$ cat config.mk
export PLATFORM = sky130hd
export DESIGN_NAME = mem_port_arbiter_flat
export DESIGN_NICKNAME = d
export VERILOG_FILES = /design/src/rtl/mem_port_arbiter_pkg.sv /design/src/rtl/mem_port_arbiter_if.sv /design/src/rtl/mem_port_arbiter_rr_picker.sv /design/src/rtl/mem_port_arbiter.sv /design/src/flat_wrapper.sv
export SDC_FILE = /design/constraint.sdc
export NUM_CORES = 1
export LEC_CHECK = 0
export CAP_MARGIN = 20
export CORE_MARGIN = 2
export CORE_UTILIZATION = 38
export CTS_CLUSTER_SIZE = 10
export DETAILED_ROUTE_END_ITERATION = 8
export MAX_ROUTING_LAYER = met4
export PLACE_DENSITY = 0.85
export SLEW_MARGIN = 10
export SYNTH_ARGS = -nofsm -noshare
export SYNTH_HDL_FRONTEND = slang
export SYNTH_SLANG_ARGS = --single-unit
$ cat constraint.sdc
create_clock -name clk -period 5.1 [get_ports clk]
set_clock_uncertainty 0.2 [all_clocks]
set_input_delay 1.02 -clock clk [delete_from_list [all_inputs] [get_ports clk]]
set_output_delay 1.02 -clock clk [all_outputs]
set_load 0.02 [all_outputs]
$ cat src/rtl/mem_port_arbiter_pkg.sv
// Shared types and helpers for the unified memory-port arbiter.
package mem_port_arbiter_pkg;

   typedef logic [31:0] addr_t;
   typedef logic [31:0] data_t;
   typedef logic [3:0]  be_t;

   typedef enum logic [1:0] {StIdle, StAccess, StDone} arb_state_t;

   localparam int unsigned MemLatencyDefault = 1;

   // Word access needs a word-aligned address, halfword lanes need an even one.
   function automatic logic is_misaligned(input logic [1:0] addr_lo, input be_t be);
      logic mis;
      mis = 1'b0;
      if (be == 4'hF) begin
         mis = (addr_lo != 2'b00);
      end else if (be == 4'h3 || be == 4'hC) begin
         mis = addr_lo[0];
      end
      return mis;
   endfunction

endpackage

$ cat src/rtl/mem_port_arbiter_if.sv
// Requester and memory-side signals of the arbiter, bundled with modports.
interface mem_port_arbiter_if #(
   parameter int unsigned NUM_REQ = 2
);
   import mem_port_arbiter_pkg::*;

   logic [NUM_REQ-1:0] req;
   logic [NUM_REQ-1:0] req_we;
   addr_t              req_addr  [NUM_REQ];
   data_t              req_wdata [NUM_REQ];
   be_t                req_be    [NUM_REQ];
   logic [NUM_REQ-1:0] gnt;
   logic [NUM_REQ-1:0] done;
   logic               err;
   data_t              rdata;
   addr_t              mem_addr;
   data_t              mem_wdata;
   be_t                mem_be;
   logic               mem_we;
   data_t              mem_rdata;
   logic               busy;

   modport slave (
      input  req, req_we, req_addr, req_wdata, req_be, mem_rdata,
      output gnt, done, err, rdata, mem_addr, mem_wdata, mem_be, mem_we, busy
   );

   modport master (
      output req, req_we, req_addr, req_wdata, req_be, mem_rdata,
      input  gnt, done, err, rdata, mem_addr, mem_wdata, mem_be, mem_we, busy
   );

endinterface

$ cat src/rtl/mem_port_arbiter_rr_picker.sv
// Combinational winner selection: fixed core priority or round-robin after last grant.
module rr_picker #(
   parameter int unsigned NUM_REQ = 2,
   localparam int unsigned IdxW   = (NUM_REQ > 1) ? $clog2(NUM_REQ) : 1
) (
   input  logic [NUM_REQ-1:0] req_i,
   input  logic [IdxW-1:0]    last_grant_i,
   input  logic               core_priority_i,
   output logic [NUM_REQ-1:0] gnt_o
);

   logic            found;
   logic [IdxW-1:0] idx;

   always_comb begin
      gnt_o = '0;
      found = 1'b0;
      idx   = '0;
      if (core_priority_i && req_i[0]) begin
         gnt_o[0] = 1'b1;
      end else begin
         // Search starts one past the last owner and wraps.
         for (int unsigned i = 1; i <= NUM_REQ; i++) begin
            idx = IdxW'((32'(last_grant_i) + i) % NUM_REQ);
            if (!found && req_i[idx]) begin
               gnt_o[idx] = 1'b1;
               found      = 1'b1;
            end
         end
      end
   end

endmodule

$ cat src/rtl/mem_port_arbiter.sv
// Shares one fixed-latency memory port between NUM_REQ requesters, one transaction at a time.
module mem_port_arbiter
   import mem_port_arbiter_pkg::*;
#(
   parameter int unsigned NUM_REQ       = 2,
   parameter int unsigned MEM_LATENCY   = MemLatencyDefault,
   parameter bit          CORE_PRIORITY = 1'b0
) (
   input logic              clk,
   input logic              reset,
   mem_port_arbiter_if.slave bus_io
);

   localparam int unsigned IdxW = (NUM_REQ > 1) ? $clog2(NUM_REQ) : 1;
   localparam int unsigned CntW = (MEM_LATENCY > 1) ? $clog2(MEM_LATENCY) : 1;

   typedef logic [IdxW-1:0] idx_t;
   typedef logic [CntW-1:0] cnt_t;

   localparam idx_t LastInit = idx_t'(NUM_REQ - 1);
   localparam cnt_t ReadCnt  = cnt_t'(MEM_LATENCY - 1);

   arb_state_t         state_q, state_d;
   idx_t               g_q, g_d;
   idx_t               last_q, last_d;
   logic               we_q, we_d;
   logic [29:0]        waddr_q, waddr_d;
   data_t              wdata_q, wdata_d;
   be_t                be_q, be_d;
   logic               err_q, err_d;
   cnt_t               cnt_q, cnt_d;
   data_t              rdata_q, rdata_d;

   logic [NUM_REQ-1:0] pick;
   idx_t               pick_idx;
   logic               any_req;
   logic               pick_mis;

   rr_picker #(
      .NUM_REQ(NUM_REQ)
   ) u_picker (
      .req_i           (bus_io.req),
      .last_grant_i    (last_q),
      .core_priority_i (CORE_PRIORITY),
      .gnt_o           (pick)
   );

   always_comb begin
      pick_idx = '0;
      for (int unsigned i = 0; i < NUM_REQ; i++) begin
         if (pick[i]) pick_idx = idx_t'(i);
      end
   end

   assign any_req  = |bus_io.req;
   assign pick_mis = is_misaligned(bus_io.req_addr[pick_idx][1:0], bus_io.req_be[pick_idx]);

   // State register.
   always_ff @(posedge clk or posedge reset) begin
      if (reset) begin
         state_q <= StIdle;
      end else begin
         state_q <= state_d;
      end
   end

   // Next-state logic.
   always_comb begin
      state_d = state_q;
      unique case (state_q)
         StIdle:   if (any_req) state_d = pick_mis ? StDone : StAccess;
         StAccess: if (cnt_q == '0) state_d = StDone;
         StDone:   state_d = StIdle;
         default:  state_d = StIdle;
      endcase
   end

   // Transaction latches, counter and read-data capture.
   always_comb begin
      g_d     = g_q;
      last_d  = last_q;
      we_d    = we_q;
      waddr_d = waddr_q;
      wdata_d = wdata_q;
      be_d    = be_q;
      err_d   = err_q;
      cnt_d   = cnt_q;
      rdata_d = rdata_q;
      unique case (state_q)
         StIdle: begin
            if (any_req) begin
               g_d     = pick_idx;
               we_d    = bus_io.req_we[pick_idx];
               waddr_d = bus_io.req_addr[pick_idx][31:2];
               wdata_d = bus_io.req_wdata[pick_idx];
               be_d    = bus_io.req_be[pick_idx];
               err_d   = pick_mis;
               cnt_d   = bus_io.req_we[pick_idx] ? '0 : ReadCnt;
            end
         end
         StAccess: begin
            if (cnt_q == '0) begin
               if (!we_q) rdata_d = bus_io.mem_rdata;
            end else begin
               cnt_d = cnt_q - cnt_t'(1);
            end
         end
         StDone:  last_d = g_q;
         default: ;
      endcase
   end

   always_ff @(posedge clk or posedge reset) begin
      if (reset) begin
         g_q     <= '0;
         last_q  <= LastInit;
         we_q    <= 1'b0;
         waddr_q <= '0;
         wdata_q <= '0;
         be_q    <= '0;
         err_q   <= 1'b0;
         cnt_q   <= '0;
         rdata_q <= '0;
      end else begin
         g_q     <= g_d;
         last_q  <= last_d;
         we_q    <= we_d;
         waddr_q <= waddr_d;
         wdata_q <= wdata_d;
         be_q    <= be_d;
         err_q   <= err_d;
         cnt_q   <= cnt_d;
         rdata_q <= rdata_d;
      end
   end

   // Outputs decode from state so reset clears strobes without waiting for a clock.
   always_comb begin
      bus_io.busy      = (state_q != StIdle);
      bus_io.gnt       = (state_q != StIdle) ? (NUM_REQ'(1) << g_q) : '0;
      bus_io.done      = (state_q == StDone) ? (NUM_REQ'(1) << g_q) : '0;
      bus_io.err       = (state_q == StDone) && err_q;
      bus_io.mem_we    = (state_q == StAccess) && we_q;
      bus_io.rdata     = rdata_q;
      bus_io.mem_addr  = {waddr_q, 2'b00};
      bus_io.mem_wdata = wdata_q;
      bus_io.mem_be    = be_q;
   end

endmodule

$ cat src/flat_wrapper.sv
// flat-port wrapper written by rule: the top's interface ports become plain ports
module mem_port_arbiter_flat import mem_port_arbiter_pkg::*;
#(
   parameter int unsigned NUM_REQ       = 2,
   parameter int unsigned MEM_LATENCY   = MemLatencyDefault,
   parameter bit          CORE_PRIORITY = 1'b0
)
  (clk, reset, bus_io_req, bus_io_req_we, bus_io_req_addr, bus_io_req_wdata, bus_io_req_be, bus_io_mem_rdata, bus_io_gnt, bus_io_done, bus_io_err, bus_io_rdata, bus_io_mem_addr, bus_io_mem_wdata, bus_io_mem_be, bus_io_mem_we, bus_io_busy);
  mem_port_arbiter_if #(.NUM_REQ(NUM_REQ)) bus_io_i ();
  input logic clk;
  input logic reset;
  input wire logic [$bits(bus_io_i.req)-1:0] bus_io_req;
  input wire logic [$bits(bus_io_i.req_we)-1:0] bus_io_req_we;
  input wire logic [$bits(bus_io_i.req_addr)-1:0] bus_io_req_addr;
  input wire logic [$bits(bus_io_i.req_wdata)-1:0] bus_io_req_wdata;
  input wire logic [$bits(bus_io_i.req_be)-1:0] bus_io_req_be;
  input wire logic [$bits(bus_io_i.mem_rdata)-1:0] bus_io_mem_rdata;
  output wire logic [$bits(bus_io_i.gnt)-1:0] bus_io_gnt;
  output wire logic [$bits(bus_io_i.done)-1:0] bus_io_done;
  output wire logic [$bits(bus_io_i.err)-1:0] bus_io_err;
  output wire logic [$bits(bus_io_i.rdata)-1:0] bus_io_rdata;
  output wire logic [$bits(bus_io_i.mem_addr)-1:0] bus_io_mem_addr;
  output wire logic [$bits(bus_io_i.mem_wdata)-1:0] bus_io_mem_wdata;
  output wire logic [$bits(bus_io_i.mem_be)-1:0] bus_io_mem_be;
  output wire logic [$bits(bus_io_i.mem_we)-1:0] bus_io_mem_we;
  output wire logic [$bits(bus_io_i.busy)-1:0] bus_io_busy;
  assign bus_io_i.req = bus_io_req;
  assign bus_io_i.req_we = bus_io_req_we;
  assign bus_io_i.req_addr = {>>{bus_io_req_addr}};
  assign bus_io_i.req_wdata = {>>{bus_io_req_wdata}};
  assign bus_io_i.req_be = {>>{bus_io_req_be}};
  assign bus_io_i.mem_rdata = bus_io_mem_rdata;
  assign bus_io_gnt = bus_io_i.gnt;
  assign bus_io_done = bus_io_i.done;
  assign bus_io_err = bus_io_i.err;
  assign bus_io_rdata = bus_io_i.rdata;
  assign bus_io_mem_addr = bus_io_i.mem_addr;
  assign bus_io_mem_wdata = bus_io_i.mem_wdata;
  assign bus_io_mem_be = bus_io_i.mem_be;
  assign bus_io_mem_we = bus_io_i.mem_we;
  assign bus_io_busy = bus_io_i.busy;
  mem_port_arbiter #(.NUM_REQ(NUM_REQ), .MEM_LATENCY(MEM_LATENCY), .CORE_PRIORITY(CORE_PRIORITY)) u_core (.clk(clk), .reset(reset), .bus_io(bus_io_i));
endmodule
## After elaboration in Yosys (flattened, before gate mapping)

Index checks and enable logic that the tools add are counted.

| cells by class | value |
|---|---|
| reduce and logical (&&, ||, !) cells | 16 |
| shifts and indexed selects | 1 |
| $lt $le $gt $ge | 6 |
| multiplexer cells | 34 |
| equal/unequal tests | 7 |
| add/sub/neg operators | 3 |
| bitwise operators | 4 |

Operators by type and width:

| cell | number |
|---|---|
| $mux W32 | 6 |
| $mux W1 | 14 |
| $mux W2 | 7 |
| $mux W4 | 3 |
| $eq A4 B4 Y1 const B | 2 |
| $lt A1 B2 Y1 const B | 3 |
| $reduce_and A2 Y1 | 3 |
| $reduce_bool A2 Y1 | 3 |
| $logic_and A1 B1 Y1 | 5 |
| $eq A4 B2 Y1 const B | 1 |
| $pmux W2 S2 | 1 |
| $reduce_and A3 Y1 | 1 |
| $add A1 B1 Y1 const B | 2 |
| $demux W1 S1 | 2 |
| $eq A2 B1 Y1 const B | 1 |
| $eq A2 B2 Y1 const B | 1 |
| $ge A1 B1 Y1 const B | 2 |
| $ge A2 B2 Y1 const B | 1 |
| $logic_not A2 Y1 | 1 |
| $ne A2 B1 Y1 const B | 1 |
| $ne A2 B2 Y1 const B | 1 |
| $not A1 Y1 | 2 |
| $not A1 Y2 | 1 |
| $or A2 B2 Y2 | 1 |
| 6 further kinds | 6 |

| word-level totals | value |
|---|---|
| register bits | 105 |
| bits of input ports | 174 |
| word-level logic and storage cells | 81 |
| output and inout port bits | 107 |

## Depth between registers and ports, before layout

| logic depth | value |
|---|---|
| depth in word-level cells | 20 |
| depth in mapped cells | 6 |
| mapped depth without buffers | 4 |

## By module

Synthesis repeated with hierarchy kept, for this count alone.

| unflattened totals | value |
|---|---|
| cells, all modules | 411 |
| area, all modules | 4833.4 sq um |

Modules (own cells, without submodules):

| module | area an instance (sq um) | instances | cells each |
|---|---|---|---|
| mem_port_arbiter | 4810.9 | 1 | 407 |
| rr_picker | 22.5 | 1 | 4 |

## Worst setup path before layout

No wires, ideal clock.

| path | value |
|---|---|
| path kind | reg2out |
| start point | register u_core.state_q[1] |
| end point | output port bus_io_done[0] |
| required time | 3.880 ns |
| path buffers | 0 |
| setup slack | 2.945 ns |
| data arrival time | 0.935 ns |
| stages on the path, launching flop included | 3 |
| path through | dfrtp_1 -> nor2b_1 -> nor2b_1 |

| on the way | value |
|---|---|
| longest elaborated chain between the ends | 2 |

RTL lines:

| element | line | source |
|---|---|---|
| start, declared | mem_port_arbiter.sv:23 | `arb_state_t state_q, state_d;` |
| start signal, assigned | mem_port_arbiter.sv:61 | `state_q <= StIdle;` |
| start signal, assigned | mem_port_arbiter.sv:63 | `state_q <= state_d;` |
| $eq A2 B2 Y1 | mem_port_arbiter.sv:141 | `bus_io.done = (state_q == StDone) ? (NUM_REQ'(1) << g_q) : '0;` |
| $mux W2 | mem_port_arbiter.sv:141 |  |
| end, declared | flat_wrapper.sv:19 | `output wire logic [$bits(bus_io_i.done)-1:0] bus_io_done;` |

No other way between the ends.

## Worst setup path in the final report

Ends and elaborated chain as after synthesis.

==> impl_metrics.env <==
export IMPL_status="finished clean"
export IMPL_hold_class="reg2reg"
export IMPL_synth_warnings=0
export IMPL_slew_viol_final=0
export IMPL_start_util_pct=39.0
export IMPL_post_route_min_period_ns=3.11
export IMPL_cts_htree_levels=3
export IMPL_rows=40
export IMPL_irDropWorstVdd_mv=0.298
export IMPL_clockBufferDepth=2
export IMPL_rrSetupSlack_ns=2.94
export IMPL_synth_cells=401
export IMPL_clock_power_share_pct=15.3
export IMPL_min_from="u_core.bus_io.rdata[7]"
export IMPL_setup_viol=0
export IMPL_p_int_w=0.00276
export IMPL_cts_hold_fix_buffers=0
export IMPL_grt_pass1_vias=4330
export IMPL_critPathLaunchType="flip-flop"
export IMPL_cts_tree="yes"
export IMPL_vias=4033
export IMPL_synthToLayoutAreaGrowth_pct=66.9
export IMPL_hold_depth=1
export IMPL_grt_pass1_wl_microns=21500
export IMPL_viasPerCell=4.79
export IMPL_synth_area_top_cells="dfrtp_1 55%, mux2i_1 14%, mux2_1 7.9%"
export IMPL_root_buffer="clkbuf_16"
export IMPL_ioPinCount=281
export IMPL_synthArstFlopShare_pct=100
export IMPL_tightest_slew_ns=0.853
export IMPL_grt_overflow_total=0
export IMPL_dp_hpwl_microns=10700
export IMPL_cts_setup_buffers=0
export IMPL_first_iter_violations=166
export IMPL_hold_path_end="u_core.bus_io.rdata[7]"
export IMPL_post_route_util_pct=65.1
export IMPL_fin_area_sq_um=7850
export IMPL_path_class="reg2out"
export IMPL_routed_wl_microns=13700
export IMPL_dieArea_sq_um=13300
export IMPL_dp_cells=826
export IMPL_die_y_microns=115
export IMPL_drt_pass1_iterations=4
export IMPL_final_cells=842
export IMPL_fp_coreArea_sq_um=12100
export IMPL_yosysSeqAreaShare_pct=55.4
export IMPL_relSlewSlack_pct=43.1
export IMPL_numCtsBuffers=9
export IMPL_die_w_microns=115
export IMPL_place_area_sq_um=7550
export IMPL_final_nets=843
export IMPL_synth_edff_count=0
export IMPL_antenna_left=0
export IMPL_r2r_start="u_core.last_q"
export IMPL_cts_resized=0
export IMPL_hold_viol=0
export IMPL_p_leak_nw=3.26
export IMPL_final_layout_size_suffix_gt1_share_pct=4.90
export IMPL_switching_share_pct=38.8
export IMPL_max_freq_mhz=321
export IMPL_clk_latency_ns=0.34
export IMPL_clkSinkCount=104
export IMPL_gp_congestion=0.797
export IMPL_worst_ep_required_time_ns=3.88
export IMPL_synth_seq_cells=104
export IMPL_drc=0
export IMPL_avgSynthCellArea_sq_um=11.7
export IMPL_powerDensity_nw_per_um2=574
export IMPL_r2r_end="u_core.waddr_q[13]"
export IMPL_antenna_found_initial=0
export IMPL_wire_per_inst_microns=16.3
export IMPL_drv_cap=0
export IMPL_timing_hold_ws_ns=0.287
export IMPL_port_buffers=278
export IMPL_synth_area_sq_um=4700
export IMPL_diodes=0
export IMPL_worst_path_max_fanout=5
export IMPL_p_switching_w=0.00175
export IMPL_synthFlopType="dfrtp_1"
export IMPL_rsz0062_at_grt="no"
export IMPL_synth_commonest_cells="103 x dfrtp_1, 72 x nor2_1, 67 x a21oi_1, 67 x mux2i_1, 33 x mux2_1"
export IMPL_grt_max_degree=86
export IMPL_yosys_cell_count_top_type="dfrtp_1"
export IMPL_tns_ns=0
export IMPL_finalCritPeriodShare_pct=61.0
export IMPL_endpoint_kind="output port"
export IMPL_r2r_cells=4
export IMPL_synth_cell_type_count=28
export IMPL_yosysTopAreaCellShare_pct=54.8
export IMPL_fillCellCount=939
export IMPL_pwr_share_seq_pct=32.7
export IMPL_yosysTopAreaCell="dfrtp_1"
export IMPL_p_comb_share_pct=52.0
export IMPL_clkTransAtPathRegs_ns=0.07
export IMPL_grt_usage_pct=21.6
export IMPL_critical_path_arrival_ns=1.89
worst max-delay path by stage:
stage                           start                       to  slack (ns)  cells past startpoint
floorplan                       reset  u_core.bus_io.mem_be[0]        1.15                      1
detailed placement      bus_io_req[1]       u_core.waddr_q[13]        1.78                      5
global placement        bus_io_req[1]       u_core.waddr_q[11]        1.86                      5
CTS                 u_core.state_q[1]           bus_io_done[0]        1.96                      3
finish              u_core.state_q[1]           bus_io_done[0]        1.99                      3
global route        u_core.state_q[1]           bus_io_done[0]        1.90                      3
placed cells by master, fill, tap and decap left out, types with 2 or more instances in the layout:
cell,n
clkdlybuf4s50_1,278
dfrtp_1,103
nor2_1,72
mux2i_1,67
a21oi_1,67
mux2_1,33
clkbuf_16,9
buf_4,5
nand3_1,3
nor2b_1,3
inv_1,2
xor2_1,2
and4bb_2,2
and3_1,2
and2_1,2
mux2_2,2
conb_1,2
clkinv_2,2
clkinv_4,2
clkinvlp_4,2
state kept, by name, indices dropped and copies added (netlist names):
register / count
u_core.bus_io.rdata: 32
u_core.bus_io.mem_wdata: 32
u_core.last_q: 1
u_core.err_q: 1
u_core.we_q: 1
u_core.waddr_q: 30
u_core.state_q: 2
u_core.g_q: 1
u_core.bus_io.mem_be: 4
kinds of logic after synthesis:
family | after synthesis | share of synthesized area [%]
DFF | 104 | 55.4
muxes | 102 | 22.6
and+or+nand+nor | 88 | 8.01
AOI/OAI and AO/OA | 73 | 8.57
buffers and inverters | 31 | 4.97
xor gates and xnor gates | 2 | 0.373
other | 1 | 0.0797
critical path: stages, from the launching register on:
cell	delay, ns
dfrtp_1	0.41
nor2b_1	0.29
nor2b_1	0.20
clkdlybuf4s50_1	0.65
stage by stage:
stage | total power, W | worst slack [ns]
after floorplan | 0.00272 | 1.15
after global placement | 0.00377 | 1.86
after detailed placement | 0.00385 | 1.78
after CTS | 0.00456 | 1.96
after global routing | 0.00478 | 1.90
final | 0.00450 | 1.99
area by class of cell:
cell class | instances | area, sq um | area share (%)
clock buffer | 9 | 225 | 2.87
clock inverter | 7 | 72.6 | 0.925
inverter | 3 | 13.8 | 0.175
multi-input combinational | 267 | 1880 | 24.0
sequential | 104 | 2600 | 33.2
tap | 168 | 210 | 2.68
timing repair buffer | 284 | 2840 | 36.2
power by group through the flow:
stage / Combinational (W) / Clock, W / Sequential (W)
2_1_floorplan: 0.000786 / 0 / 0.00193
3_3_place_gp: 0.00231 / 0 / 0.00146
3_5_place_dp: 0.00237 / 0 / 0.00148
4_1_cts: 0.00238 / 0.000708 / 0.00147
5_1_grt: 0.00251 / 0.000743 / 0.00152
6_report: 0.00234 / 0.000690 / 0.00147
per-layer routing:
metal | track usage (%) | vias to the layer above | routed length [microns]
met5 | - | - | 0
met4 | 7.31 | 0 | 252
met3 | 4.64 | 17 | 1010
met2 | 39.5 | 188 | 7230
met1 | 23.1 | 1906 | 5190
li1 | - | 1922 | -
Note: power is estimated with default switching activity, not from simulation.
